### src/rtl/pixel_colorizer.sv
// Colour stage between the pixel generator and the VGA DAC: mask/breathe colouring
// with frame-synchronous mode latching and a single registered output stage.

module pixel_colorizer_lane #(
  parameter int COLOR_W = 3
) (
  input  logic               clk,
  input  logic               reset,
  input  logic               lit,
  input  logic               en,
  input  logic [COLOR_W-1:0] intensity,
  output logic [COLOR_W-1:0] c
);
  always_ff @(posedge clk) begin
    if (reset)           c <= '0;
    else if (lit && en)  c <= intensity;
    else                 c <= '0;
  end
endmodule

module pixel_colorizer #(
  parameter int COLOR_W  = 3,
  parameter int STEP_DIV = 1
) (
  input  logic               vga_clk,
  input  logic               reset,
  input  logic               tick,
  input  logic               frame_start,
  input  logic               display_area,
  input  logic               pixel_on,
  input  logic [3:0]         mode,
  output logic [COLOR_W-1:0] R,
  output logic [COLOR_W-1:0] G,
  output logic [COLOR_W-1:0] B,
  output logic [COLOR_W-1:0] level
);
  localparam int                 NUM_CH = 3;
  localparam int                 CNT_W  = (STEP_DIV > 1) ? $clog2(STEP_DIV) : 1;
  localparam logic [CNT_W-1:0]   LAST   = CNT_W'(STEP_DIV - 1);
  localparam logic [COLOR_W-1:0] MAX    = '1;
  localparam logic [COLOR_W-1:0] ONE    = COLOR_W'(1);

  logic [3:0]         mode_q;
  logic [CNT_W-1:0]   tick_cnt;
  logic               dir, dir_nxt, step;
  logic [COLOR_W-1:0] level_nxt, intensity;
  logic [NUM_CH-1:0]  en;
  logic [NUM_CH-1:0][COLOR_W-1:0] rgb;

  assign step = tick && (tick_cnt == LAST);

  // Triangle ramp: turn around at the peaks without repeating MAX or 0
  always_comb begin
    level_nxt = level;
    dir_nxt   = dir;
    if (step) begin
      if (dir) begin
        if (level == MAX) begin dir_nxt = 1'b0; level_nxt = MAX - ONE; end
        else              level_nxt = level + ONE;
      end else begin
        if (level == '0)  begin dir_nxt = 1'b1; level_nxt = ONE; end
        else              level_nxt = level - ONE;
      end
    end
  end

  always_ff @(posedge vga_clk) begin
    if (reset) begin
      mode_q   <= '0;
      tick_cnt <= '0;
      level    <= '0;
      dir      <= 1'b1;
    end else begin
      if (frame_start) mode_q <= mode;
      if (step)        tick_cnt <= '0;
      else if (tick)   tick_cnt <= tick_cnt + CNT_W'(1);
      level <= level_nxt;
      dir   <= dir_nxt;
    end
  end

  // Lane 2 = R, 1 = G, 0 = B, matching mode bit order; mask 000 means white
  assign intensity = mode_q[3] ? level : MAX;

  for (genvar i = 0; i < NUM_CH; i++) begin : g_lane
    assign en[i] = (mode_q[2:0] == 3'b000) || mode_q[i];
    pixel_colorizer_lane #(.COLOR_W(COLOR_W)) u_lane (
      .clk       (vga_clk),
      .reset     (reset),
      .lit       (display_area && pixel_on),
      .en        (en[i]),
      .intensity (intensity),
      .c         (rgb[i])
    );
  end

  assign R = rgb[2];
  assign G = rgb[1];
  assign B = rgb[0];
endmodule

### config.mk
export PLATFORM = sky130hd
export DESIGN_NAME = pixel_colorizer
export DESIGN_NICKNAME = d
export VERILOG_FILES = /design/src/rtl/pixel_colorizer.sv
export SDC_FILE = /design/constraint.sdc
export NUM_CORES = 1
export LEC_CHECK = 0
export CORE_MARGIN = 2
export CORE_UTILIZATION = 50
export CTS_BUF_LIST = sky130_fd_sc_hd__clkbuf_8
export DETAILED_ROUTE_END_ITERATION = 10
export PLACE_DENSITY = 0.84
export SYNTH_ARGS = -nofsm -noshare
export SYNTH_HDL_FRONTEND = slang
export SYNTH_SLANG_ARGS = --single-unit
### constraint.sdc
create_clock -name vga_clk -period 3.4 [get_ports vga_clk]
set_input_delay 0.34 -clock vga_clk [delete_from_list [all_inputs] [get_ports vga_clk]]
set_output_delay 0.34 -clock vga_clk [all_outputs]
set_load 0.02 [all_outputs]
==> results of run 1 <==
per-stage QoR:
stage,power (uW),std cells,worst slack (ns),hold slack (ns)
floorplan,269.8,74,2.008,0.4161
global placement,296.9,108,1.826,0.4723
detailed placement,299.4,108,1.800,0.4838
CTS,468.5,112,1.689,0.5202
global route,482.7,112,1.635,0.5321
finish,464.5,112,1.690,0.5175
Yosys cell counts:
| library cell | count | area (sq um) |
|---|---|---|
| sky130_fd_sc_hd__dfxtp_1 | 18 | 360.4 |
| sky130_fd_sc_hd__nor2_1 | 16 | 60.06 |
| sky130_fd_sc_hd__a21oi_1 | 4 | 20.02 |
| sky130_fd_sc_hd__inv_1 | 4 | 15.01 |
| sky130_fd_sc_hd__mux2i_1 | 4 | 40.04 |
| sky130_fd_sc_hd__ha_1 | 3 | 37.54 |
| sky130_fd_sc_hd__nor2b_1 | 3 | 18.77 |
| sky130_fd_sc_hd__o21ai_2 | 3 | 26.28 |
| sky130_fd_sc_hd__a221oi_1 | 2 | 17.52 |
| sky130_fd_sc_hd__nand2b_1 | 2 | 12.51 |
| sky130_fd_sc_hd__a21oi_2 | 1 | 8.760 |
| sky130_fd_sc_hd__a31o_2 | 1 | 8.760 |
| sky130_fd_sc_hd__and2_1 | 1 | 6.260 |
| sky130_fd_sc_hd__and2_2 | 1 | 7.510 |
| sky130_fd_sc_hd__and2b_1 | 1 | 7.510 |
| sky130_fd_sc_hd__and3b_2 | 1 | 10.01 |
| sky130_fd_sc_hd__buf_2 | 1 | 5.000 |
| sky130_fd_sc_hd__buf_6 | 1 | 11.26 |
| sky130_fd_sc_hd__mux2_1 | 1 | 11.26 |
| sky130_fd_sc_hd__nand2_1 | 1 | 3.750 |
| sky130_fd_sc_hd__nor3b_1 | 1 | 7.510 |
| sky130_fd_sc_hd__nor4b_1 | 1 | 8.760 |
| sky130_fd_sc_hd__o21ai_1 | 1 | 5.000 |
| sky130_fd_sc_hd__o221ai_1 | 1 | 8.760 |
| sky130_fd_sc_hd__o31a_1 | 1 | 8.760 |
placed cells by master, fill, tap and decap left out:
cell                              count
sky130_fd_sc_hd__nor4b_1              1
sky130_fd_sc_hd__o221ai_1             1
sky130_fd_sc_hd__o31a_1               1
sky130_fd_sc_hd__and2_2               1
sky130_fd_sc_hd__and2b_1              1
sky130_fd_sc_hd__clkdlybuf4s50_1     21
sky130_fd_sc_hd__mux2i_1              4
sky130_fd_sc_hd__o21ai_2              3
sky130_fd_sc_hd__nor2b_1              3
sky130_fd_sc_hd__clkbuf_8             4
sky130_fd_sc_hd__a21oi_2              1
sky130_fd_sc_hd__dfxtp_1             18
sky130_fd_sc_hd__a31o_2               1
sky130_fd_sc_hd__a221oi_1             2
sky130_fd_sc_hd__and3b_2              1
sky130_fd_sc_hd__inv_1                4
sky130_fd_sc_hd__nand2_1              1
sky130_fd_sc_hd__mux2_1               1
sky130_fd_sc_hd__o21ai_1              1
sky130_fd_sc_hd__ha_1                 3
sky130_fd_sc_hd__nor2_1              16
sky130_fd_sc_hd__nand2b_1             2
sky130_fd_sc_hd__nor3b_1              1
sky130_fd_sc_hd__and2_1               1
sky130_fd_sc_hd__a21oi_1              4
sequential cells by signal (all words and copies together), names as in the netlist:
register / flops
dir: 1
tick_cnt: 1
mode_q: 4
g_lane.u_lane.c: 9
level: 3
final cells by class:
cell class	count	area share, %
well taps	15	1.887
repair buffers	21	21.13
inverters	4	1.509
clock buffers	4	5.535
multi-input cells	50	33.71
flip-flops and latches	18	36.23
kinds of logic after synthesis:
family                   count (synthesis)  synth area share (%)
adder cells (fa/ha/maj)                  3                 5.164
buffers and inverters                    6                 4.302
AO/OA/AOI/OAI                           14                 14.29
multiplexers                             5                 7.057
AND/OR/NAND/NOR                         28                 19.62
flip-flops                              18                 49.57
metal layers:
metal / global-route usage (%) / routed length [microns] / vias to the layer above / part of all wire (%)
met5: 0 / 0 / - / 0
met4: 5.625 / 12 / 0 / 0.83
met3: 7.328 / 92 / 2 / 6.4
met2: 32.81 / 734 / 18 / 51
met1: 20.63 / 599 / 274 / 42
li1: - / - / 296 / -
final timing paths:
path              end  slack [ns]  startpoint  depth (start not counted)
min          tick_cnt        0.52    tick_cnt                          1
min reg2reg  tick_cnt        0.52    tick_cnt                          1
max          level[2]        1.69    level[2]                          1
max reg2reg  level[1]        2.01    level[0]                          5
where the power goes:
group | switching (uW) | total [uW] | internal [uW]
combinational | 32.4 | 67.2 | 34.7
clock | 66.8 | 170 | 103
sequential | 7.20 | 228 | 221
==> impl_metrics.toml, run 1 <==
[status]
status = "finished, final reports clean"

[critical_path]
critical_path.startpoint_type = "flip-flop"
crit_type = "reg2out"
critical_path.endpoint_type = "output pin"
arrival_ns = 1.37
cp_data_required_time_ns = 3.06
cp_slowest_stage_delay_ns = 0.66
critical_path.cell_chain = "clkdlybuf4s50_1"
critical_path.max_fanout = 8
critical_path.slowest_cell = "sky130_fd_sc_hd__clkdlybuf4s50_1"
critical-path-top-delay-family = "buffers and inverters"
critical_path_buf_inv_count = 1

[grt]
grt.overflow.total = 0
grt_pass1_wl_microns = 2490
grt_start_max_net_pins = 11
antenna_found_initial = 0
gr-usage-all-layers_pct = 18.66
first_global_vias = 567

[die]
die-height_microns = 42.13
die_width_microns = 42.13
core_region_area_sq_um = 1334
die-area_sq_um = 1775
floorplan.io_pins = 22
initial_core_util_pct = 54.50
cell_row_count = 13

[power]
vdd_ir_drop_max_mv = 0.4616
power_density_cells_nw_per_um2 = 467.0
total_leakage_power_uw = 0.0004160

[routing]
wirelength_microns = 1438
viasPerCell = 5.268
dr_total_vias = 590
drt_first_pass_iters = 6
post_drt_wl_per_cell_microns = 12.84
antenna_left = 0
number_of_drc_violations_after_detailed_routing_iteration_0 = 9
drt_drc_violations_left = 0

[sta]
setup_total_negative_slack_ns = 0
clock.fmax_mhz = 584.7
finalClockSkew_ns = 0.0005333
final_min_period_over_clock_period_pct = 50.30
worst_slew_margin_rel_pct = 74.68
hold_viol = 0
final_period_minus_worst_setup_slack_ns = 1.710
unrepaired_setup_endpoints_after_global_routing = "false"
tightest_pin_transition_ns = 0.3787
final_max_slew_viol_count = 0
setup_viol = 0

[placement]
post-dp-hpwl_microns = 1064
routabilityCongestion = 0.7494
detailed_place.area_sq_um = 939.7
buffer_ports.inserted = 21

[logic_synthesis]
netlist-cell-type-count = 25
synthesis.area_sq_um = 726.9
synthesis.nets = 87
synthesis.instances = 74
register_bit_count_reported_by_yosys = 18
number_of_warnings_reported_in_the_yosys_synthesis_log = 0
post_synth.cell_area_avg_sq_um = 9.824
synth-seq-area-share_pct = 49.57

[clock_network]
cts-hold-fix-buffers = 0
clk_path_buf_depth = 2
clock-sinks = 18
cts_resized = 0
worst_skew_pair.late_latency_ns = 0.25
worst_setup_hold_path_clk_slew_ns = 0.06
tritoncts = "done"
total_number_of_h_tree_levels = 1
cts.root.buffer_cell = "sky130_fd_sc_hd__clkbuf_8"
cts_made_buffers = 3
post_cts_buffers = 0

[final_layout]
area.sequential_sq_um = 360.3
drive_above_1_share_pct = 11.34
multi_input_area_sq_um = 335.3
final_nets = 111
design_area_sq_um = 994.7
final_util_pct = 74.58
antenna_cells_inserted = 0
area_growth_pct = 36.83
nFillCells = 106

[job]
maxCapViolCount = 0

[min_path]
holdCritPathClass = "reg2reg"
No activity file was read; power rests on OpenSTA's default activity.
==> run 2, diff against run 1 <==
CORE_UTILIZATION = 47   (was 50)
PLACE_DENSITY = 0.8   (was 0.84)
clock period = 1.7 ns   (was 3.4 ns; I/O delays follow)
==> run 2 against run 1 <==
Combinational power increased by 98%. Count of clock-buffer cells in the layout unchanged. Sequential power increased by 100%. Highest routed layer unchanged. Non-clock buffer count increased by 1. Register-to-register slack got worse by 1.7 ns. First-iteration DRC count decreased by 22%. Total power increased by 99%. Sequential share of layout area decreased by 0.32 points. Hold slack got worse by 0.030 ns. Via count decreased by 2.4%.
==> impl_metrics.toml, run 2 (synthesis results as in run 1) <==
[die]
initial_core_util_pct = 49.40
die-height_microns = 43.33
core_region_area_sq_um = 1471
floorplan.io_pins = 22
die-area_sq_um = 1877
die_width_microns = 43.33
cell_row_count = 14

[final_layout]
registers.top_by_ff_count = "g_lane.u_lane.c"
drive_above_1_share_pct = 12.24
area_growth_pct = 38.04
flip_flop_count_of_the_largest_register_after_layout = 9
final_nets = 112
mostFrequentLayoutCells = "sky130_fd_sc_hd__clkdlybuf4s50_1, sky130_fd_sc_hd__dfxtp_1, sky130_fd_sc_hd__nor2_1"
largest_regs = "g_lane.u_lane.c: 9 flops, mode_q: 4 flops, level: 3 flops"
antenna_cells_inserted = 0
design_area_sq_um = 1003
mostFrequentLayoutCell = "sky130_fd_sc_hd__clkdlybuf4s50_1"

[routing]
met3_wirelength_microns = 59
dr_total_vias = 576
antenna_left = 0
drt_first_pass_iters = 3
met1Wirelength_microns = 585
routed.top_layer = "met4"
drt_drc_violations_left = 0
post_drt_wl_per_cell_microns = 11.73
wirelength_microns = 1337
met2RoutedLength_microns = 676
viasPerCell = 5.053
number_of_drc_violations_after_detailed_routing_iteration_0 = 7

[grt]
grt_pass1_wl_microns = 2525
gr-usage-all-layers_pct = 17.72
grt.overflow.total = 0
first_global_vias = 574
antenna_found_initial = 0
grt_start_max_net_pins = 11

[clock_network]
cts_resized = 0
total_number_of_h_tree_levels = 1
cts.root.buffer_cell = "sky130_fd_sc_hd__clkbuf_8"
cts_made_buffers = 3
cts-hold-fix-buffers = 0
post_cts_buffers = 0
tritoncts = "done"
worst_setup_hold_path_clk_slew_ns = 0.07
worst_skew_pair.late_latency_ns = 0.24
clk_path_buf_depth = 2
clock-sinks = 18

[critical_path]
arrival_ns = 1.35
critical-path-top-delay-family = "buffers and inverters"
crit_type = "reg2out"
critical_path_buf_inv_count = 1
cp_slowest_stage_delay_ns = 0.65
critical_path.max_fanout = 8
critical_path.startpoint_type = "flip-flop"
critical_path.cell_chain = "clkdlybuf4s50_1"
critical_path.slowest_cell = "sky130_fd_sc_hd__clkdlybuf4s50_1"
critical_path.endpoint_type = "output pin"
cp_data_required_time_ns = 1.53

[power]
cellInternalPower_uw = 716.5
sequentialPowerShare_pct = 49.2
vdd_ir_drop_max_mv = 0.5320
total_leakage_power_uw = 0.0004208
p_sw_uw = 209.1
power.share.combinational_pct = 14.3
power_density_cells_nw_per_um2 = 922.4
switching_share_pct = 22.59
clkPwrFrac_pct = 36.4

[sta]
final_max_slew_viol_count = 0
tightest_pin_transition_ns = 0.2668
finalClockSkew_ns = 0.0009907
worst_slew_margin_rel_pct = 81.96
clock.fmax_mhz = 660.0
hold_viol = 0
setup_viol = 0
final_min_period_over_clock_period_pct = 89.12
unrepaired_setup_endpoints_after_global_routing = "false"
final_period_minus_worst_setup_slack_ns = 1.515
setup_total_negative_slack_ns = 0

[min_path]
holdCritPathClass = "reg2reg"

[placement]
detailed_place.area_sq_um = 948.4
buffer_ports.inserted = 21
post-dp-hpwl_microns = 1039
routabilityCongestion = 0.7615

[job]
maxCapViolCount = 0

[status]
status = "finished, final reports clean"
run 2: cell types whose count changed in the layout (fill, tap and decap cells not counted):
cell and delta:
sky130_fd_sc_hd__buf_4 +1
run 2: metrics by stage:
stage	std cells	total power [uW]	util, %	worst slack (ns)	hold slack, ns
global route	114	968.8	68.20	0.09228	0.5186
detailed placement	110	598.1	64.46	0.3381	0.4811
CTS	114	939.9	68.20	0.1759	0.4924
global placement	110	595.3	64.46	0.3783	0.4730
finish	114	925.6	68.20	0.1849	0.4877
floorplan	74	539.6	-	0.3084	0.2461
run 2: worst paths after layout:
| check | from | to | slack (ns) | cells after the start |
|---|---|---|---|---|
| setup / recovery | level[2] | level[2] | 0.18 | 1 |
| hold / removal | tick_cnt | tick_cnt | 0.49 | 1 |
| setup reg to reg | level[0] | level[2] | 0.35 | 5 |
| hold reg to reg | tick_cnt | tick_cnt | 0.49 | 1 |
run 2: power groups by stage:
stage / clock network, uW / registers [uW] / logic, uW
finish: 337 / 456 / 133
global route: 364 / 458 / 147
CTS: 350 / 456 / 134
detailed placement: 0 / 466 / 133
global placement: 0 / 464 / 131
floorplan: 0 / 480 / 59.5
run 2: area by class of cell:
type	count	area, sq um
flip-flops and latches	18	360.3
well taps	16	20.02
fillers	126	467.9
repair buffers	22	217.7
inverters	4	15.01
multi-input cells	50	335.3
clock buffers	4	55.05
run 2: per-layer routing:
metal	track usage (%)	vias up
li1	-	301
met2	31.64	13
met4	7.273	0
met3	4.167	2
met1	20.16	260
met5	0	-
==> run 3, diff against run 2 <==
clock period = 1.4 ns   (was 1.7 ns; I/O delays follow)
==> run 3 against run 2 <==
Routed wire length up 1.1%. Global-route usage fell by 1.8 points. Clock skew increased by 0.0041 ns. Register-to-register slack worse by 0.23 ns. Die area unchanged. Core utilization up 0.085 points. Clock power rose by 1%. Non-clock buffer count increased by 1. Critical path type unchanged.
==> impl_metrics.toml, run 3 (synthesis results as in run 1) <==
[sta]
worst_slew_margin_rel_pct = 84.51
tightest_pin_transition_ns = 0.2318
unrepaired_setup_endpoints_after_global_routing = "false"
hold_viol = 0
final_min_period_over_clock_period_pct = 92.02
setup_ws_ns = 0.1117
final_period_minus_worst_setup_slack_ns = 1.288
setup_viol = 0
finalClockSkew_ns = 0.005094
final_max_slew_viol_count = 0
clock.fmax_mhz = 776.2

[grt]
antenna_found_initial = 0
grt.overflow.total = 0
grt_pass1_wl_microns = 2290
gr-usage-all-layers_pct = 15.90
grt_start_max_net_pins = 10
first_global_vias = 549

[clock_network]
cts_made_buffers = 3
cts-hold-fix-buffers = 0
worst_setup_hold_path_clk_slew_ns = 0.07
worst_skew_pair.late_latency_ns = 0.24
clock-sinks = 18
total_number_of_h_tree_levels = 1
cts.root.buffer_cell = "sky130_fd_sc_hd__clkbuf_8"
tritoncts = "done"
post_cts_buffers = 0
clk_path_buf_depth = 2

[placement]
detailed_place.area_sq_um = 955.9
routabilityCongestion = 0.7499
post-dp-hpwl_microns = 1069
buffer_ports.inserted = 21
place_inst = 111
place_ws_ns = -0.003986

[critical_path]
arrival_ns = 1.15
crit_type = "reg2out"
critical_path.startpoint_type = "flip-flop"
critical-path-top-delay-family = "buffers and inverters"
critical_path.slowest_cell = "sky130_fd_sc_hd__clkdlybuf4s50_1"
critical_path.endpoint_type = "output pin"
cp_slowest_stage_delay_ns = 0.59
rrSetupSlack_ns = 0.12
critical_path.cell_chain = "clkdlybuf4s50_1"
cp_data_required_time_ns = 1.26
reg2reg_depth = 5
critical_path_buf_inv_count = 1
timing.rr.end = "level[1]"
r2r-start = "level[1]"
critical_path.max_fanout = 1

[die]
die-height_microns = 43.33
initial_core_util_pct = 49.40
die-area_sq_um = 1877
floorplan.io_pins = 22
core_region_area_sq_um = 1471
cell_row_count = 14
die_width_microns = 43.33

[routing]
drt_drc_violations_left = 0
drt_first_pass_iters = 4
number_of_drc_violations_after_detailed_routing_iteration_0 = 12
post_drt_wl_per_cell_microns = 11.86
viasPerCell = 5.044
wirelength_microns = 1352
met1Wirelength_microns = 608
dr_total_vias = 575
met3_wirelength_microns = 63
routed.top_layer = "met3"
antenna_left = 0
met2RoutedLength_microns = 680

[final_layout]
finalNonFillerCells = 114
antenna_cells_inserted = 0
largest_regs = "g_lane.u_lane.c: 9 flops, mode_q: 4 flops, level: 3 flops"
drive_above_1_share_pct = 14.29
flip_flop_count_of_the_largest_register_after_layout = 9
mostFrequentLayoutCells = "sky130_fd_sc_hd__clkdlybuf4s50_1, sky130_fd_sc_hd__dfxtp_1, sky130_fd_sc_hd__nor2_1"
registers.top_by_ff_count = "g_lane.u_lane.c"
mostFrequentLayoutCell = "sky130_fd_sc_hd__clkdlybuf4s50_1"
final_util_pct = 68.28
design_area_sq_um = 1005
area_growth_pct = 38.21
final_nets = 113

[min_path]
hp-start = "tick"
hold_critical_path_depth = 2
holdPathEnd = "tick_cnt"
holdCritPathClass = "in2reg"

[power]
vdd_ir_drop_max_mv = 0.6058
power_density_cells_nw_per_um2 = 1051
total_power_uw = 1056
total_leakage_power_uw = 0.0004429

[status]
status = "finished, final reports clean"

[job]
maxCapViolCount = 0
[run 3: cell count changes in the layout (fill, tap and decap cells not counted)]
cell                              before  now
sky130_fd_sc_hd__clkdlybuf4s50_1      21   18
sky130_fd_sc_hd__dlygate4sd2_1         0    2
sky130_fd_sc_hd__buf_4                 1    2
sky130_fd_sc_hd__clkbuf_8              4    3
sky130_fd_sc_hd__dfxtp_1              18   17
sky130_fd_sc_hd__dfxtp_2               0    1
sky130_fd_sc_hd__dlymetal6s2s_1        0    1
sky130_fd_sc_hd__nor4b_1               1    0
sky130_fd_sc_hd__nor4b_2               0    1
[run 3: metrics by stage]
step / hold slack, ns / TNS (ns)
2_1_floorplan: 0.2161 / 0
3_3_place_gp: 0.4731 / 0
3_5_place_dp: 0.4978 / -0.003986
4_1_cts: 0.4989 / 0
5_1_grt: 0.5202 / 0
6_report: 0.4941 / 0
[run 3: timing repair]
action,4_1_cts,5_1_grt
gates resized for setup,3,2
endpoints found under the setup margin,3,4
pin swaps,0,0
[run 3: worst max path at each step]
| stage | from | endpoint | slack, ns | cells after the start |
|---|---|---|---|---|
| after floorplan | level[0] | level[1] | 0.008 | 5 |
| after global placement | level[0] | level[2] | 0.08 | 5 |
| after detailed placement | level[0] | level[2] | -0.004 | 5 |
| after CTS | level[1] | level[1] | 0.01 | 1 |
| after global routing | level[1] | level[1] | 0.03 | 5 |
| final | g_lane[1].u_lane.c[2] | G[2] | 0.11 | 1 |
[run 3: final cells by class]
class,instances,area [sq um]
Fill cell,136,466.7
Sequential cell,18,361.6
Multi-Input combinational cell,50,341.6
Timing Repair Buffer,23,225.2
Clock buffer,3,41.29
Tap cell,16,20.02
Inverter,4,15.01
[run 3: power breakdown]
part           switching (uW)  internal [uW]
clock network             151            190
registers                17.2            536
logic                    76.6           84.0
[run 3: routing by layer]
layer,vias up,track usage [%]
li1,298,-
met1,262,19.63
met2,15,28.06
met3,0,3.750
met4,0,3.636
met5,-,0
